[src/rtl/des_key_schedule.sv]
// Iterative DES round-key generator: one 48-bit subkey per valid/ready
// handshake, K1..K16 for encryption or K16..K1 for decryption.
//
// Ports:
//   clk, rst      clock and synchronous active-high reset
//   key_load      strobe: capture key_in/decrypt and (re)start the schedule
//   key_in[63:0]  DES key, DES bit 1 = key_in[63], parity bits ignored
//   decrypt       mode sampled with key_load (1 = K16..K1)
//   subkey_ready  consumer accepts the presented subkey
//   subkey_out    current round key (0 when not valid), DES bit 1 = [47]
//   subkey_valid  subkey_out is a valid round key
//   round_num     emission index 0..15 (0 when idle)
//   done          one-cycle pulse after the last subkey is accepted
module des_key_schedule #(
  parameter int NUM_ROUNDS = 16
) (
  input  logic        clk,
  input  logic        rst,
  input  logic        key_load,
  input  logic [63:0] key_in,
  input  logic        decrypt,
  input  logic        subkey_ready,
  output logic [47:0] subkey_out,
  output logic        subkey_valid,
  output logic [3:0]  round_num,
  output logic        done
);

  typedef enum logic {IDLE, ACTIVE} state_t;

  localparam int PC1 [56] = '{
    57, 49, 41, 33, 25, 17,  9,
     1, 58, 50, 42, 34, 26, 18,
    10,  2, 59, 51, 43, 35, 27,
    19, 11,  3, 60, 52, 44, 36,
    63, 55, 47, 39, 31, 23, 15,
     7, 62, 54, 46, 38, 30, 22,
    14,  6, 61, 53, 45, 37, 29,
    21, 13,  5, 28, 20, 12,  4
  };

  localparam int PC2 [48] = '{
    14, 17, 11, 24,  1,  5,
     3, 28, 15,  6, 21, 10,
    23, 19, 12,  4, 26,  8,
    16,  7, 27, 20, 13,  2,
    41, 52, 31, 37, 47, 55,
    30, 40, 51, 45, 33, 48,
    44, 49, 39, 56, 34, 53,
    46, 42, 50, 36, 29, 32
  };

  state_t      state, state_n;
  logic [27:0] c, d, c_n, d_n;
  logic [3:0]  cnt, cnt_n;
  logic        dec, dec_n;
  logic        done_r, done_n;
  logic [55:0] pc1_out;
  logic [55:0] cd;
  logic [47:0] pc2_out;
  logic        one_bit;
  logic        unused_parity;

  assign unused_parity = ^{key_in[56], key_in[48], key_in[40],
                           key_in[32], key_in[24], key_in[16],
                           key_in[8],  key_in[0]};

  function automatic logic [27:0] rotl(input logic [27:0] x,
                                       input logic one);
    return one ? {x[26:0], x[27]} : {x[25:0], x[27:26]};
  endfunction

  function automatic logic [27:0] rotr(input logic [27:0] x,
                                       input logic one);
    return one ? {x[0], x[27:1]} : {x[1:0], x[27:2]};
  endfunction

  always_comb begin
    pc1_out = '0;
    for (int i = 0; i < 56; i++)
      pc1_out[55-i] = key_in[64-PC1[i]];
  end

  assign cd = {c, d};

  always_comb begin
    pc2_out = '0;
    for (int i = 0; i < 48; i++)
      pc2_out[47-i] = cd[56-PC2[i]];
  end

  // Encrypt uses S[cnt+2], decrypt S[16-cnt]; both pick the
  // single-bit shift at exactly cnt = 0, 7, 14.
  assign one_bit = (cnt == 4'd0) | (cnt == 4'd7) | (cnt == 4'd14);

  always_comb begin
    state_n = state;
    c_n     = c;
    d_n     = d;
    cnt_n   = cnt;
    dec_n   = dec;
    done_n  = 1'b0;
    if (key_load) begin
      // Unrotated PC-1 equals C16,D16 (total shift is 28).
      c_n     = decrypt ? pc1_out[55:28] : rotl(pc1_out[55:28], 1'b1);
      d_n     = decrypt ? pc1_out[27:0]  : rotl(pc1_out[27:0], 1'b1);
      cnt_n   = 4'd0;
      dec_n   = decrypt;
      state_n = ACTIVE;
    end else if (state == ACTIVE && subkey_ready) begin
      if (cnt == 4'(NUM_ROUNDS - 1)) begin
        state_n = IDLE;
        cnt_n   = 4'd0;
        done_n  = 1'b1;
      end else begin
        cnt_n = cnt + 4'd1;
        c_n   = dec ? rotr(c, one_bit) : rotl(c, one_bit);
        d_n   = dec ? rotr(d, one_bit) : rotl(d, one_bit);
      end
    end
  end

  always_ff @(posedge clk) begin
    if (rst) begin
      state  <= IDLE;
      c      <= '0;
      d      <= '0;
      cnt    <= '0;
      dec    <= 1'b0;
      done_r <= 1'b0;
    end else begin
      state  <= state_n;
      c      <= c_n;
      d      <= d_n;
      cnt    <= cnt_n;
      dec    <= dec_n;
      done_r <= done_n;
    end
  end

  assign subkey_valid = (state == ACTIVE);
  assign subkey_out   = subkey_valid ? pc2_out : '0;
  assign round_num    = subkey_valid ? cnt : '0;
  assign done         = done_r;

endmodule

[config.mk]
export PLATFORM = sky130hd
export DESIGN_NAME = des_key_schedule
export DESIGN_NICKNAME = d
export VERILOG_FILES = /design/src/rtl/des_key_schedule.sv
export SDC_FILE = /design/constraint.sdc
export NUM_CORES = 1
export LEC_CHECK = 0
export ABC_AREA = 1
export BUFFER_PORTS_ARGS = -buffer_cell sky130_fd_sc_hd__clkbuf_2
export CAP_MARGIN = 20
export CELL_PAD_IN_SITES_DETAIL_PLACEMENT = 0
export CELL_PAD_IN_SITES_GLOBAL_PLACEMENT = 1
export CORE_ASPECT_RATIO = 1.2
export CORE_UTILIZATION = 25
export DETAILED_ROUTE_END_ITERATION = 7
export GPL_TIMING_DRIVEN = 0
export PLACE_DENSITY = 0.6
export SLEW_MARGIN = 20
export SYNTH_ARGS = -nofsm -noshare
export SYNTH_HDL_FRONTEND = slang
export SYNTH_SLANG_ARGS = --single-unit
[constraint.sdc]
create_clock -name clk -period 2.3 [get_ports clk]
set_clock_uncertainty 0.15 [all_clocks]
set_input_delay 0 -clock clk [delete_from_list [all_inputs] [get_ports clk]]
set_output_delay 0 -clock clk [all_outputs]
set_load 0.05 [all_outputs]
==> results by stage <==
Outcome:
- The flow ran to the end, but the final reports show violations.
- The final reports fail on hold timing.

Drt:
- The number of routed nets with antenna violations is 0.
- The total wire length after detailed routing is 23970 µm.
- After detailed routing, the number of remaining DRC violations is 0.
- In the routed layout, each cell is associated on average with a via count of 4.610.
- The average routed wire per standard cell is 15.47 µm.
- The first detailed-routing pass ran for 6 iterations.
- The detailed router finished its first iteration with 433 violations.
- Summing over every cut layer, the via total after detailed routing is 7146.

Setup path:
- On the critical path, the stage with the largest delay is an instance of dfxtp_1.
- Data on the critical path arrives at its endpoint at 2.33 ns.
- The data required time of the worst path is 2.45 ns.
- The worst setup path is captured at a flop.
- The number of cells on the worst reg-to-reg path is 11.
- The setup path with the least slack is of type reg2reg.
- The signal on the critical path passes through inv_1, ha_1, nand3_1, buf_4, clkbuf_2, nand4_1, nand2_1, nand2_1, nand3_1, nand2_1, inv_1.
- In this design, the stage delay of the slowest critical-path cell is 0.36 ns.
- In this run the critical register-to-register path is captured at d[16].
- The cell seen most often among critical-path stages is nand2_1.
- The startpoint identified for the worst register-to-register timing path is cnt[0].
- The largest fanout on the critical path is 19.
- The setup slack of the most critical reg-to-reg path is 0.12 ns.
- The worst setup path is launched from a flop.

STA:
- Derived from the worst setup path, the maximum achievable clock frequency is 458.6 MHz.
- The period utilization is 94.81%.
- In this run the tightest slew margin relative to its limit is 52.30%.
- Setup repair after global routing left no endpoint under its margin.
- The clock period could shrink to 2.181 ns.
- The number of pins exceeding their max-slew limit in the final report is 0.
- The final hold violation count is 2.
- The worst-case hold slack is -0.001863 ns.
- The final worst setup slack is 0.1195 ns.
- The slew at the pin with the worst max-slew slack is 0.7156 ns.
- Setup total negative slack on the finished layout was measured at 0 ns.
- Setup violations remaining at the end of the flow were counted as 0.

Global route:
- The leftover overflow at the end of global routing is 0.
- Entering global routing, the biggest net connects 12 pins.
- The global routing stage identified its most utilized layer as met2.
- Global routing consumed, on the met2 layer, 37.30% of the routing resources.
- The number of antenna violations at the first check in global routing is 0.
- The aggregate global-route resource usage is 20.97%.
- The first-pass GRT wire length is 37990 µm.
- The number of global-route vias before repair is 7098.
- For this run, global-route usage on met1 was measured as 26.09%.
- The met3 usage is 2.190%.

Placement:
- The total cell area at the placement stage is 6650 µm².
- The last weighted congestion value of the routability-driven placer is 0.8461.
- Prior to clock tree synthesis, the placed netlist has a worst setup slack of 0.01770 ns.
- Buffers placed on the I/O ports in this run total 113.
- The HPWL reported at the end of detailed placement is 17720 µm.

Floorplan:
- The core region is 22450 µm².
- The die covers 23550 µm².
- The die outline width is 140.3 µm.
- Row generation in the floorplan step produced 60 rows.
- The height of the die is 167.9 µm.
- The top-level port count is 123.
- The initial utilization of the core area, before any placement, comes to 25.55%.

Synth:
- Summing every instance area after synthesis gives 5736 µm².
- The most used flip-flop cell after synthesis is dfxtp_1.
- The share of flip-flops with an asynchronous set or reset is 0%.
- The register bit count reported by yosys is 63.
- Summed over its instances, the top area cell type makes up 32.40% of the synthesized netlist area.
- The sequential cell area fraction in the yosys report is 21.99%.
- The post-synthesis area per instance is 5.116 µm².
- The number of nets handed over by synthesis was 1193.
- By area the synthesized netlist is led by nand2_1, dfxtp_1, inv_1, nand4_1, nand3_1.
- The total of warnings raised by yosys is 0.
- nand2_1 is the most common cell in the netlist.
- nand2_1 takes more of the synthesized area than any other cell.
- The count of flip-flops with a built-in enable after synthesis is 0.
- The count of cell types in the netlist is 23.
- Synthesis handed over a netlist of 1121 instances.
- After synthesis, the most frequently instantiated cells are nand2_1, inv_1, dfxtp_1, nand3_1, a21oi_1.

Clock network:
- The number of buffers on the longest clock path is 2.
- After clock tree synthesis, the clock-pin slew on the worst setup and hold paths is 0.06 ns.
- Clock tree synthesis inserted a total of 9 buffers.
- The sink count of the clock tree is 63.
- The number of setup buffers added after CTS is 0.
- The H-tree was split into 3 levels.
- The clock network latency to the later pin of the worst-skew pair is 0.35 ns.
- The master cell of the clock root buffer is clkbuf_16.
- The CTS tree is done.

Final layout:
- Summing all non-filler instances in the final layout gives an area of 7177 µm².
- In the final design database the tool counted 1338 nets.
- The final antenna diode count is 0.
- The layout filler cell count is 2677.
- Compared with the post-synthesis result, the final layout area differs by 25.13%.
- Of the cells placed in the final design, the portion with a size suffix greater than 1 is 13.22%.

Pwr:
- IR analysis of the VDD net gives a maximum drop of 342.0 µV.
- Summing internal, switching and leakage power gives 3.829 mW.
- The power density over cell area is 533.5 nW/µm².
- The analysis attributes to cell leakage a power of 4.606 nW.

Hold path:
- For hold timing, the worst endpoint is d[1].
- The worst hold path begins at key_in[60].
- The hold-critical path depth is 7.
- In this run the worst hold path is classified as in2reg.

Job:
- Across the run, the number of max-cap violations was 0.
[state kept, by name, indices dropped and copies added (netlist names)]
name and flops:
dec 1, subkey_valid 1, done 1, cnt 4, d 28, c 28
[logic make-up after synthesis]
kind of cell / synth area share, %
flip-flops: 21.99
AO/OA/AOI/OAI: 11.10
XOR/XNOR: 0.1527
buffers and inverters: 18.11
AND/OR/NAND/NOR: 47.99
adder cells (fa/ha/maj): 0.6545
[power by group]
group | switching (mW) | leakage [nW] | total, mW | internal (mW)
Sequential | 0.0936 | 0.521 | 1.28 | 1.18
Clock | 0.573 | 0.144 | 1.44 | 0.863
Combinational | 0.757 | 3.94 | 1.12 | 0.361
[cell type report]
| type | instances | area, µm² | share of cell area (%) |
|---|---|---|---|
| plain buffers | 77 | 377.9 | 5.265 |
| clock buffers | 10 | 239.0 | 3.330 |
| clock inverters | 6 | 60.06 | 0.8368 |
| inverters | 178 | 668.1 | 9.310 |
| multi-input cells | 802 | 3436 | 47.87 |
| flip-flops and latches | 63 | 1261 | 17.57 |
| well taps | 279 | 349.1 | 4.864 |
| repair buffers | 135 | 785.8 | 10.95 |
[layout by cell type, fill, tap and decap left out, drive strengths merged, types with 3 or more instances in the layout]
cell         synthesis  layout
a21oi               58      58
buf                 34      32
clkbuf              44     168
clkinv               0       3
dfxtp               63      63
dlygate4sd3          0      22
ha                   3       3
inv                178     178
nand2              496     496
nand3               61      61
nand4               57      57
nor2                56      56
o21ai               63      63
[what timing repair did]
action | in CTS | in global routing
endpoints found under the hold margin | 23 | 0
hold buffers | 22 | 0
resized for setup | 3 | 6
endpoints found under the setup margin | 7 | 17
[worst max-delay path by stage]
stage	end	cells past startpoint	slack [ns]	startpoint
2_1_floorplan	c[10]	12	0.34	subkey_valid
3_3_place_gp	d[16]	11	0.02	cnt[0]
3_5_place_dp	c[3]	11	0.02	cnt[0]
4_1_cts	d[25]	11	0.07	cnt[0]
5_1_grt	c[24]	10	0.02	cnt[1]
6_report	d[16]	11	0.12	cnt[0]
[metal layers]
| metal | up-vias | part of all wire, % |
|---|---|---|
| met2 | 160 | 48 |
| met4 | 0 | 2.1 |
| met3 | 34 | 3.8 |
| li1 | 3751 | - |
| met1 | 3201 | 46 |
| met5 | - | 0 |
[worst max-delay path: cells and delay by family, from the launching register on]
family	cells	cell delay, ns
DFF	1	0.36
and+or+nand+nor	6	0.63
adders and majority gates	1	0.19
buffers and inverters	4	0.77
[through the flow]
| stage | utilization [%] | std cells |
|---|---|---|
| floorplan | - | 1121 |
| global placement | 29.63 | 1513 |
| detailed placement | 29.63 | 1513 |
| CTS | 31.96 | 1551 |
| global route | 31.97 | 1550 |
| finish | 31.97 | 1550 |
Note: power is estimated with default switching activity, not from simulation.
